[config.mk]
export PLATFORM = sky130hd
export DESIGN_NAME = mesh_node_interface
export DESIGN_NICKNAME = d
export VERILOG_FILES = /design/src/rtl/net_pkg.sv /design/src/rtl/node_fifo.sv /design/src/rtl/mesh_node_interface.sv
export SDC_FILE = /design/constraint.sdc
export NUM_CORES = 1
export LEC_CHECK = 0
export ABC_AREA = 1
export CAP_MARGIN = 0
export CORE_UTILIZATION = 30
export CTS_CLUSTER_DIAMETER = 60
export DETAILED_ROUTE_END_ITERATION = 7
export PLACE_DENSITY = 0.53
export SLEW_MARGIN = 5
export SYNTH_ARGS = -nofsm -noshare
export SYNTH_HDL_FRONTEND = slang
export SYNTH_SLANG_ARGS = --single-unit
[constraint.sdc]
create_clock -name clk -period 4.7 [get_ports clk]
set_clock_uncertainty 0.2 [all_clocks]
set_input_delay 0.94 -clock clk [delete_from_list [all_inputs] [get_ports clk]]
set_output_delay 0.94 -clock clk [all_outputs]
set_load 0.02 [all_outputs]
[src/rtl/net_pkg.sv]
// -----------------------------------------------------------------------------
// net_pkg
// Shared definitions for the mesh node interface: packet field positions and
// widths, the packed packet layout, a packet builder and a saturating counter
// increment helper.
//
// Packet layout (64 bits):
//   [63:61] dest_x  [60:58] dest_y  [57:55] src_x  [54:52] src_y
//   [51:36] timestamp               [35:0]  payload
// -----------------------------------------------------------------------------
package net_pkg;

  localparam int PKT_W       = 64;
  localparam int COORD_W     = 3;
  localparam int TS_W        = 16;
  localparam int PAYLOAD_W   = 36;
  localparam int CNT_W       = 32;

  localparam int DEST_X_LSB  = 61;
  localparam int DEST_Y_LSB  = 58;
  localparam int SRC_X_LSB   = 55;
  localparam int SRC_Y_LSB   = 52;
  localparam int TS_LSB      = 36;
  localparam int PAYLOAD_LSB = 0;

  // Field order matches the bit layout above, MSB first.
  typedef struct packed {
    logic [COORD_W-1:0]   dest_x;
    logic [COORD_W-1:0]   dest_y;
    logic [COORD_W-1:0]   src_x;
    logic [COORD_W-1:0]   src_y;
    logic [TS_W-1:0]      timestamp;
    logic [PAYLOAD_W-1:0] payload;
  } packet_t;

  function automatic packet_t build_packet(
    input logic [COORD_W-1:0]   dest_x,
    input logic [COORD_W-1:0]   dest_y,
    input logic [COORD_W-1:0]   src_x,
    input logic [COORD_W-1:0]   src_y,
    input logic [TS_W-1:0]      timestamp,
    input logic [PAYLOAD_W-1:0] payload
  );
    packet_t pkt;
    pkt.dest_x    = dest_x;
    pkt.dest_y    = dest_y;
    pkt.src_x     = src_x;
    pkt.src_y     = src_y;
    pkt.timestamp = timestamp;
    pkt.payload   = payload;
    return pkt;
  endfunction

  // Statistics counters stick at all-ones instead of wrapping.
  function automatic logic [CNT_W-1:0] sat_inc(input logic [CNT_W-1:0] value);
    return (value == '1) ? value : value + 1'b1;
  endfunction

endpackage

[src/rtl/node_fifo.sv]
// -----------------------------------------------------------------------------
// node_fifo
// Synchronous FIFO with combinational head read. A push into a full FIFO is
// accepted only when a pop happens in the same cycle; a pop from an empty FIFO
// is ignored.
//
// Ports:
//   clk, reset         clock, synchronous active-high reset
//   i_push / i_data    write strobe and data
//   i_pop              consume the head entry
//   o_data             head entry (stale contents when empty)
//   o_full / o_empty   status flags from the registered occupancy
//   o_count            registered occupancy, 0..DEPTH
// -----------------------------------------------------------------------------
module node_fifo #(
  parameter int WIDTH = 64,
  parameter int DEPTH = 4
) (
  input  logic                     clk,
  input  logic                     reset,
  input  logic                     i_push,
  input  logic                     i_pop,
  input  logic [WIDTH-1:0]         i_data,
  output logic [WIDTH-1:0]         o_data,
  output logic                     o_full,
  output logic                     o_empty,
  output logic [$clog2(DEPTH):0]   o_count
);

  localparam int AW = $clog2(DEPTH);

  logic [WIDTH-1:0] r_mem [DEPTH];
  logic [AW-1:0]    r_wr_ptr;
  logic [AW-1:0]    r_rd_ptr;
  logic [AW:0]      r_count;

  logic             w_do_push;
  logic             w_do_pop;

  assign o_full    = (r_count == (AW+1)'(DEPTH));
  assign o_empty   = (r_count == '0);
  assign o_count   = r_count;
  assign o_data    = r_mem[r_rd_ptr];

  assign w_do_pop  = i_pop && !o_empty;
  assign w_do_push = i_push && (!o_full || w_do_pop);

  // NOTE: sequential state uses non-blocking assignments so every register
  // samples the pre-edge values, regardless of statement order.
  always_ff @(posedge clk) begin
    if (reset) begin
      r_wr_ptr <= '0;
      r_rd_ptr <= '0;
      r_count  <= '0;
    end else begin
      if (w_do_push) r_wr_ptr <= r_wr_ptr + 1'b1;
      if (w_do_pop)  r_rd_ptr <= r_rd_ptr + 1'b1;
      case ({w_do_push, w_do_pop})
        2'b10:   r_count <= r_count + 1'b1;
        2'b01:   r_count <= r_count - 1'b1;
        default: r_count <= r_count;
      endcase
    end
  end

  // NOTE: the storage array is deliberately left out of reset; the pointers
  // and count define validity, and an unreset array maps onto plain RAM.
  always_ff @(posedge clk) begin
    if (w_do_push) r_mem[r_wr_ptr] <= i_data;
  end

endmodule

[src/rtl/mesh_node_interface.sv]
// -----------------------------------------------------------------------------
// mesh_node_interface
// Network interface between a local source/sink and router local port 4.
//
// Injection: source packets are stamped with this node's coordinates and the
// current cycle count, queued, and written to the router whenever the queue is
// non-empty and the router is not holding. Packets with an out-of-mesh
// destination are accepted and discarded (bad_dest_error).
//
// Ejection: router deliveries are queued; hold is raised toward the router
// once occupancy reaches EJ_DEPTH-HOLD_SLACK. Deliveries into a full queue
// without a simultaneous sink pop are dropped (overflow_error). The queue
// stores latency in place of the timestamp. Popping a packet addressed to a
// different node sets misroute_error but still delivers it.
//
// Ports:
//   clk, reset                           clock, synchronous active-high reset
//   src_valid/src_ready/src_dest_*/src_payload   local source handshake
//   nodeToNetworkData/WriteRequest       packet toward the router
//   networkToNodeHoldRequest             router stall
//   networkToNodeData/WriteRequest       packet from the router
//   nodeToNetworkHoldRequest             stall toward the router
//   sink_valid/sink_ready/sink_*         local sink handshake and fields
//   pkt_sent_count / pkt_recv_count      saturating packet counters
//   misroute/overflow/bad_dest_error     sticky error flags
// -----------------------------------------------------------------------------
module mesh_node_interface
  import net_pkg::*;
#(
  parameter int X_LOC      = 0,
  parameter int Y_LOC      = 0,
  parameter int X_NODES    = 3,
  parameter int Y_NODES    = 3,
  parameter int FIFO_WIDTH = 64,
  parameter int INJ_DEPTH  = 4,
  parameter int EJ_DEPTH   = 4,
  parameter int HOLD_SLACK = 1
) (
  input  logic                  clk,
  input  logic                  reset,
  input  logic                  src_valid,
  output logic                  src_ready,
  input  logic [2:0]            src_dest_x,
  input  logic [2:0]            src_dest_y,
  input  logic [35:0]           src_payload,
  output logic [FIFO_WIDTH-1:0] nodeToNetworkData,
  output logic                  nodeToNetworkWriteRequest,
  input  logic                  networkToNodeHoldRequest,
  input  logic [FIFO_WIDTH-1:0] networkToNodeData,
  input  logic                  networkToNodeWriteRequest,
  output logic                  nodeToNetworkHoldRequest,
  output logic                  sink_valid,
  input  logic                  sink_ready,
  output logic [2:0]            sink_src_x,
  output logic [2:0]            sink_src_y,
  output logic [35:0]           sink_payload,
  output logic [15:0]           sink_latency,
  output logic [31:0]           pkt_sent_count,
  output logic [31:0]           pkt_recv_count,
  output logic                  misroute_error,
  output logic                  overflow_error,
  output logic                  bad_dest_error
);

  localparam logic [COORD_W-1:0] L_X   = COORD_W'(X_LOC);
  localparam logic [COORD_W-1:0] L_Y   = COORD_W'(Y_LOC);
  localparam int                 EJ_CW = $clog2(EJ_DEPTH) + 1;

  logic [TS_W-1:0]  r_cycle_cnt;
  logic [CNT_W-1:0] r_sent_count;
  logic [CNT_W-1:0] r_recv_count;
  logic             r_misroute;
  logic             r_overflow;
  logic             r_bad_dest;

  // Injection side
  logic                          w_src_fire;
  logic                          w_dest_ok;
  logic                          w_inj_push;
  packet_t                       w_inj_pkt;
  packet_t                       w_inj_head;
  logic                          w_inj_full;
  logic                          w_inj_empty;
  logic [$clog2(INJ_DEPTH):0]    w_inj_count_unused;

  // Ejection side
  packet_t                       w_net_pkt;
  packet_t                       w_ej_in;
  packet_t                       w_ej_head;
  packet_t                       w_sink_pkt;
  logic                          w_ej_push;
  logic                          w_ej_drop;
  logic                          w_ej_full;
  logic                          w_ej_empty;
  logic [EJ_CW-1:0]              w_ej_count;
  logic                          w_sink_pop;
  logic                          w_misrouted;

  // ---------------------------------------------------------------------------
  // Injection
  // ---------------------------------------------------------------------------
  // Held low during reset so the source never sees a stale ready.
  assign src_ready  = !w_inj_full && !reset;
  assign w_src_fire = src_valid && src_ready;
  assign w_dest_ok  = ({1'b0, src_dest_x} < 4'(X_NODES)) &&
                      ({1'b0, src_dest_y} < 4'(Y_NODES));
  assign w_inj_push = w_src_fire && w_dest_ok;
  assign w_inj_pkt  = build_packet(src_dest_x, src_dest_y, L_X, L_Y,
                                   r_cycle_cnt, src_payload);

  node_fifo #(
    .WIDTH (PKT_W),
    .DEPTH (INJ_DEPTH)
  ) u_inj_fifo (
    .clk     (clk),
    .reset   (reset),
    .i_push  (w_inj_push),
    .i_pop   (nodeToNetworkWriteRequest),
    .i_data  (w_inj_pkt),
    .o_data  (w_inj_head),
    .o_full  (w_inj_full),
    .o_empty (w_inj_empty),
    .o_count (w_inj_count_unused)
  );

  assign nodeToNetworkWriteRequest = !w_inj_empty && !networkToNodeHoldRequest;
  assign nodeToNetworkData         = w_inj_empty ? '0 : w_inj_head;

  // ---------------------------------------------------------------------------
  // Ejection
  // ---------------------------------------------------------------------------
  assign w_net_pkt  = packet_t'(networkToNodeData);
  assign w_sink_pop = sink_valid && sink_ready;
  // A full queue still takes a delivery when the sink frees a slot this cycle.
  assign w_ej_push  = networkToNodeWriteRequest && (!w_ej_full || w_sink_pop);
  assign w_ej_drop  = networkToNodeWriteRequest && w_ej_full && !w_sink_pop;

  // NOTE: combinational blocks assign a full default first so no path leaves
  // a variable unassigned, which would otherwise infer a latch.
  always_comb begin
    w_ej_in           = w_net_pkt;
    // Latency replaces the timestamp; modular subtraction handles wrap.
    w_ej_in.timestamp = r_cycle_cnt - w_net_pkt.timestamp;
  end

  node_fifo #(
    .WIDTH (PKT_W),
    .DEPTH (EJ_DEPTH)
  ) u_ej_fifo (
    .clk     (clk),
    .reset   (reset),
    .i_push  (w_ej_push),
    .i_pop   (w_sink_pop),
    .i_data  (w_ej_in),
    .o_data  (w_ej_head),
    .o_full  (w_ej_full),
    .o_empty (w_ej_empty),
    .o_count (w_ej_count)
  );

  assign nodeToNetworkHoldRequest = (w_ej_count >= EJ_CW'(EJ_DEPTH - HOLD_SLACK));

  // Sink fields read as zero while the queue is empty.
  always_comb begin
    w_sink_pkt = '0;
    if (!w_ej_empty) w_sink_pkt = w_ej_head;
  end

  assign sink_valid   = !w_ej_empty;
  assign sink_src_x   = w_sink_pkt.src_x;
  assign sink_src_y   = w_sink_pkt.src_y;
  assign sink_payload = w_sink_pkt.payload;
  assign sink_latency = w_sink_pkt.timestamp;
  assign w_misrouted  = (w_sink_pkt.dest_x != L_X) || (w_sink_pkt.dest_y != L_Y);

  // ---------------------------------------------------------------------------
  // Cycle counter, statistics and sticky flags
  // ---------------------------------------------------------------------------
  always_ff @(posedge clk) begin
    if (reset) begin
      r_cycle_cnt  <= '0;
      r_sent_count <= '0;
      r_recv_count <= '0;
      r_misroute   <= 1'b0;
      r_overflow   <= 1'b0;
      r_bad_dest   <= 1'b0;
    end else begin
      r_cycle_cnt <= r_cycle_cnt + 1'b1;
      if (nodeToNetworkWriteRequest) r_sent_count <= sat_inc(r_sent_count);
      if (w_sink_pop)                r_recv_count <= sat_inc(r_recv_count);
      if (w_sink_pop && w_misrouted) r_misroute   <= 1'b1;
      if (w_ej_drop)                 r_overflow   <= 1'b1;
      if (w_src_fire && !w_dest_ok)  r_bad_dest   <= 1'b1;
    end
  end

  assign pkt_sent_count = r_sent_count;
  assign pkt_recv_count = r_recv_count;
  assign misroute_error = r_misroute;
  assign overflow_error = r_overflow;
  assign bad_dest_error = r_bad_dest;

endmodule

==> results of run 1 <==
-- state kept, by name, summed over array words and instances, names as in the netlist, named ones only --
register             count
overflow_error           1
u_inj_fifo.r_rd_ptr      2
u_ej_fifo.r_wr_ptr       2
u_ej_fifo.r_mem        256
pkt_recv_count          32
u_inj_fifo.r_wr_ptr      2
r_cycle_cnt             16
u_inj_fifo.r_mem       232
u_inj_fifo.o_count       3
bad_dest_error           1
u_ej_fifo.r_rd_ptr       2
misroute_error           1
u_ej_fifo.o_count        3
pkt_sent_count          32
-- how the worst min path moves through the flow --
stage,from,endpoint,depth (start not counted)
3_5_place_dp,u_ej_fifo.o_count[0],u_ej_fifo.o_count[0],1
2_1_floorplan,u_ej_fifo.o_count[0],u_ej_fifo.o_count[0],1
6_report,overflow_error,overflow_error,2
5_1_grt,overflow_error,overflow_error,2
4_1_cts,u_inj_fifo.r_rd_ptr[0],flip-flop,1
3_3_place_gp,u_ej_fifo.o_count[0],u_ej_fifo.o_count[0],1
-- layout by cell type, fill, tap and decap left out, types with 50 or more instances in the layout --
master	n
inv_1	129
dfxtp_1	97
nor2_1	632
edfxtp_1	488
clkdlybuf4s50_1	297
a21oi_1	188
clkbuf_16	74
nand2_1	344
o21ai_0	265
nand3_1	50
-- cells by family (layout without fill, tap and decap cells) --
kind of cell,after synthesis,count (layout)
other,1,6
adders and majority gates,31,31
buffers and inverters,251,595
DFF,589,589
AOI/OAI and AO/OA,482,482
xor gates and xnor gates,41,41
and+or+nand+nor,1101,1101
-- worst min-delay path, cell delays in order (launching register included) --
cell	delay [ps]
dfxtp_1	300
inv_1	50
a21oi_1	50
-- layer usage --
| layer | vias up | global-route usage (%) | part of all wire (%) | wire (um) |
|---|---|---|---|---|
| met5 | - | 0 | 0.19 | 131 |
| li1 | 9059 | - | - | - |
| met1 | 8923 | 19.5 | 43 | 29600 |
| met3 | 108 | 3.98 | 5.9 | 4070 |
| met2 | 413 | 27.3 | 49 | 33900 |
| met4 | 22 | 4.50 | 2.0 | 1350 |
-- through the flow --
stage	hold slack [ps]	area, um2	utilization [%]	power [W]	instances
finish	253	32200	38.4	0.0143	3979
global route	288	32200	38.4	0.0149	3979
global placement	238	29900	35.6	0.00901	3852
detailed placement	247	29900	35.6	0.00905	3852
floorplan	222	25500	-	0.00758	2501
CTS	258	32200	38.4	0.0145	3979
-- layout make-up --
type / count / area (um2)
clock buffers: 93 / 1920
fillers: 8208 / 51600
repair buffers: 333 / 3450
clock inverters: 34 / 383
well taps: 1134 / 1420
multi-input cells: 1661 / 7810
inverters: 135 / 509
flip-flops and latches: 589 / 16700
-- report_power, final --
group | internal, W | leakage (nW) | switching [W]
clock network | 0.00325 | 1.13 | 0.00215
logic | 0.00109 | 4.56 | 0.00187
registers | 0.00585 | 5.32 | 0.0000695
total | 0.0102 | 11.0 | 0.00409
==> impl_metrics.env, run 1 <==
export IMPL_synth_compound_area_share_pct=9.83
export IMPL_grt_setup_unrepaired="no"
export IMPL_drt_iter0_drc=1114
export IMPL_grt_pass1_vias=18600
export IMPL_drt_vias_per_instance=4.66
export IMPL_post_synth_top_count_cell="nor2_1"
export IMPL_worstPathArrival_ps=3060
export IMPL_syn_area_um2=25400
export IMPL_ctsLongestPathBuffers=3
export IMPL_antenna_found_initial=12
export IMPL_die_area_um2=86000
export IMPL_wire_per_inst_um=17.3
export IMPL_crit_family="buffers and inverters"
export IMPL_synthArstFlopShare_pct=0
export IMPL_synth_common_cells="641 x nor2_1, 488 x edfxtp_1, 344 x nand2_1"
export IMPL_timing_critical_path_to="nodeToNetworkData[8]"
export IMPL_slowest_delay_ps=620
export IMPL_n_antenna_cell=0
export IMPL_coreArea_um2=83800
export IMPL_grt_pass1_wl_um=106000
export IMPL_r2r_start="u_inj_fifo.o_count[1]"
export IMPL_r2r_cells=9
export IMPL_synth_edff_count=488
export IMPL_chipWidth_um=293
export IMPL_hold_class="flip-flop to flip-flop"
export IMPL_synth_adder_area_share_pct=1.61
export IMPL_cts_sinks=589
export IMPL_crit_type="flip-flop to primary output"
export IMPL_start_util_pct=30.4
export IMPL_worstMarginPinSlew_ps=1040
export IMPL_yosys_area_share_xor_xnor_pct=1.41
export IMPL_overflow=0
export IMPL_drv_cap=0
export IMPL_cts_hold_buf=0
export IMPL_yosysTopAreaCell="edfxtp_1"
export IMPL_power_leakage_nw=11.0
export IMPL_hpwl_um=43600
export IMPL_fin_tns_setup_ps=0
export IMPL_fp_row_count=106
export IMPL_insertion_delay_ps=610
export IMPL_ctsResizeCount=0
export IMPL_synth_seq_area_share_pct=65.5
export IMPL_grtUsageTotal_pct=15.8
export IMPL_setup_viol=0
export IMPL_syn_inst=2496
export IMPL_synth_cell_type_count=38
export IMPL_cpMaxStageDelayCell="clkdlybuf4s50_1"
export IMPL_cts_made_buffers=72
export IMPL_outcome="finished clean"
export IMPL_finalCritPeriodShare_pct=89.4
export IMPL_cp_required_ps=3560
export IMPL_cts_root_buf="clkbuf_16"
export IMPL_ir_drop_v=0.000250
export IMPL_drive_above_1_share_pct=7.38
export IMPL_final_max_slew_viol_count=0
export IMPL_max_slew_margin_pct=30.6
export IMPL_die_h_um=293
export IMPL_fmax_mhz=238
export IMPL_cts_tree="yes"
export IMPL_reg2reg_slack_ps=1860
export IMPL_synth_top_area_share_pct=57.6
export IMPL_vias=18500
export IMPL_layout_min_cycle_time_ps=4200
export IMPL_area_growth_pct=26.5
export IMPL_end_kind="primary output"
export IMPL_synth_seq_cells=589
export IMPL_synthSimpleGateAreaFrac_pct=17.5
export IMPL_synth_top_family_by_area="simple AND/OR/NAND/NOR gates"
export IMPL_crit_fanout=44
export IMPL_final_hold_viol_count=0
export IMPL_path_cells="inv_2 > buf_4 > nor2_1 > o21ai_0 > a21oi_1 > clkdlybuf4s50_1"
export IMPL_grt_max_degree=120
export IMPL_ys_warn_count=0
export IMPL_synth_avg_cell_area_um2=10.2
export IMPL_routabilityCongestion=0.862
export IMPL_cp_depth=6
export IMPL_num_io_pins=305
export IMPL_fin_nets=2935
export IMPL_yosys_most_used_dff="edfxtp_1"
export IMPL_postCtsSetupBuffers=0
export IMPL_io_buffers=298
export IMPL_fin_ws_ps=497
export IMPL_routed_wl_um=69000
export IMPL_drcViolationCount=0
export IMPL_p_per_area_nw_per_um2=444
export IMPL_yosys_top_cells_area="edfxtp_1 58%, nor2_1 9.5%, dfxtp_1 7.9%, o21ai_0 5.2%, nand2_1 5.1%"
export IMPL_synth_area_mux_share_pct=0
export IMPL_cts_htree_levels=3
export IMPL_worst_r2r_endpoint="u_inj_fifo.o_count[1]"
export IMPL_route_antenna_remaining_nets=0
export IMPL_clk_pin_slew_worst_paths_ps=50
export IMPL_crit_path_start_kind="flip-flop"
export IMPL_critPathBufInv=3
export IMPL_drt_first_pass_iters=5
export IMPL_place_ws_ps=996
(Power assumes the default switching activity.)
==> run 2, diff against run 1 <==
GPL_TIMING_DRIVEN = 0   (was unset)
TNS_END_PERCENT = 20   (was unset)
==> run 2 against run 1 <==
Against the previous run: flip-flop and latch count unchanged; global-route usage grew 0.65 points; clock power grew 1%; largest power group unchanged.
==> impl_metrics.env, run 2 (synthesis results as in run 1) <==
export IMPL_outcome="finished clean"
export IMPL_final_max_slew_viol_count=0
export IMPL_r2r_start="u_inj_fifo.o_count[1]"
export IMPL_drcViolationCount=0
export IMPL_overflow=0
export IMPL_cts_sinks=589
export IMPL_grt_max_degree=26
export IMPL_reg2reg_slack_ps=1520
export IMPL_power_leakage_nw=11.2
export IMPL_fillCellCount=8259
export IMPL_setup_viol=0
export IMPL_hold_class="flip-flop to flip-flop"
export IMPL_die_h_um=293
export IMPL_drive_above_1_share_pct=7.50
export IMPL_grt_pass1_vias=17900
export IMPL_grt_pass1_wl_um=108000
export IMPL_fp_row_count=106
export IMPL_coreArea_um2=83800
export IMPL_end_kind="primary output"
export IMPL_cts_htree_levels=3
export IMPL_place_ws_ps=312
export IMPL_largest_reg_flops=256
export IMPL_insertion_delay_ps=610
export IMPL_top_regs="u_ej_fifo.r_mem x256, u_inj_fifo.r_mem x232"
export IMPL_cp_required_ps=3560
export IMPL_layout_min_cycle_time_ps=4550
export IMPL_cts_root_buf="clkbuf_16"
export IMPL_seqCellArea_um2=16700
export IMPL_final_cell_mix="632 x nor2_1, 488 x edfxtp_1, 344 x nand2_1, 296 x clkdlybuf4s50_1, 265 x o21ai_0"
export IMPL_vias=18500
export IMPL_stdcell_count=4080
export IMPL_worstPathArrival_ps=3410
export IMPL_num_io_pins=305
export IMPL_fmax_mhz=220
export IMPL_io_buffers=297
export IMPL_drt_first_pass_iters=5
export IMPL_hpwl_um=49600
export IMPL_worstMarginPinSlew_ps=1050
export IMPL_clk_pin_slew_worst_paths_ps=50
export IMPL_final_common_cell="nor2_1"
export IMPL_dp_cells=3951
export IMPL_cts_tree="yes"
export IMPL_r2r_cells=6
export IMPL_die_area_um2=86000
export IMPL_crit_path_start_kind="flip-flop"
export IMPL_postCtsSetupBuffers=0
export IMPL_routed_wl_um=71800
export IMPL_holdCritStartpoint="overflow_error"
export IMPL_antenna_found_initial=5
export IMPL_drt_iter0_drc=1039
export IMPL_top_register="u_ej_fifo.r_mem"
export IMPL_p_per_area_nw_per_um2=441
export IMPL_chipWidth_um=293
export IMPL_cts_made_buffers=71
export IMPL_fin_nets=3032
export IMPL_timing_critical_path_to="nodeToNetworkData[49]"
export IMPL_start_util_pct=30.4
export IMPL_drt_vias_per_instance=4.53
export IMPL_finalCritPeriodShare_pct=96.7
export IMPL_max_slew_margin_pct=29.7
export IMPL_routabilityCongestion=0.843
export IMPL_crit_type="flip-flop to primary output"
export IMPL_drv_cap=0
export IMPL_route_antenna_remaining_nets=0
export IMPL_area_growth_pct=28.6
export IMPL_fin_ws_ps=154
export IMPL_crit_fanout=10
export IMPL_ir_drop_v=0.000278
export IMPL_ctsLongestPathBuffers=3
export IMPL_grt_setup_unrepaired="no"
export IMPL_multiInputGateArea_um2=7810
export IMPL_grtUsageTotal_pct=16.5
export IMPL_final_hold_viol_count=0
export IMPL_worst_r2r_endpoint="u_inj_fifo.r_mem[3][9]"
export IMPL_wire_per_inst_um=17.6
==> run 2: cell count changes in the layout (fill, tap and decap cells not counted), moves of 5 or more <==
cell | previous run | this run
clkbuf_1 | 19 | 92
buf_16 | 0 | 8
buf_1 | 0 | 11
clkbuf_2 | 0 | 5
buf_2 | 1 | 9
buf_4 | 18 | 7
==> run 2: how the worst min path moves through the flow <==
stage,end,depth (start not counted)
after floorplan,u_ej_fifo.o_count[0],1
after global placement,u_ej_fifo.o_count[0],1
after detailed placement,overflow_error,2
after CTS,overflow_error,2
after global routing,u_ej_fifo.o_count[0],1
final,overflow_error,2
==> run 2: critical path: stages (launching register included) <==
cell and delay [ps]:
dfxtp_1 290, clkbuf_1 280, inv_2 250, clkbuf_2 300, clkbuf_1 420, o21ai_0 230, a21oi_2 330, clkdlybuf4s50_1 680
==> run 2: cell type report <==
type                    count  area share (%)
flip-flops and latches    589            50.9
multi-input cells        1661            23.8
repair buffers            316            10.4
clock buffers              92            5.92
well taps                1134            4.33
plain buffers             115            1.67
inverters                 135            1.56
clock inverters            37            1.30
diodes                      1         0.00764
==> run 2: routing by layer <==
layer,GRT usage [%],vias to the layer above,part of all wire (%)
met2,26.9,379,47
met4,4.56,10,2.0
met3,3.54,91,5.3
met5,0,-,0.072
li1,-,9272,-
met1,22.0,8736,45
==> run 2: report_power, final <==
group          total, W  switching, W  internal (W)
Clock           0.00546       0.00226       0.00320
Combinational   0.00306       0.00195       0.00111
Sequential      0.00591     0.0000623       0.00585
Total            0.0144       0.00428        0.0102
==> run 2: per-stage QoR <==
stage | power (W) | area (um2) | hold slack, ps | setup TNS [ps] | util, %
after floorplan | 0.00758 | 25500 | 222 | -102700 | -
after global placement | 0.00912 | 29900 | 238 | -1399380 | 35.6
after detailed placement | 0.00914 | 30400 | 244 | 0 | 36.2
after CTS | 0.0146 | 32700 | 255 | 0 | 39.0
after global routing | 0.0150 | 32700 | 282 | 0 | 39.1
final | 0.0144 | 32700 | 250 | 0 | 39.1
==> run 2: timing repair <==
action | 4_1_cts | 5_1_grt
hold buffers | 0 | 0
resized for setup | 5 | 8
setup endpoints to repair | 33 | 8
cloned | 0 | 0
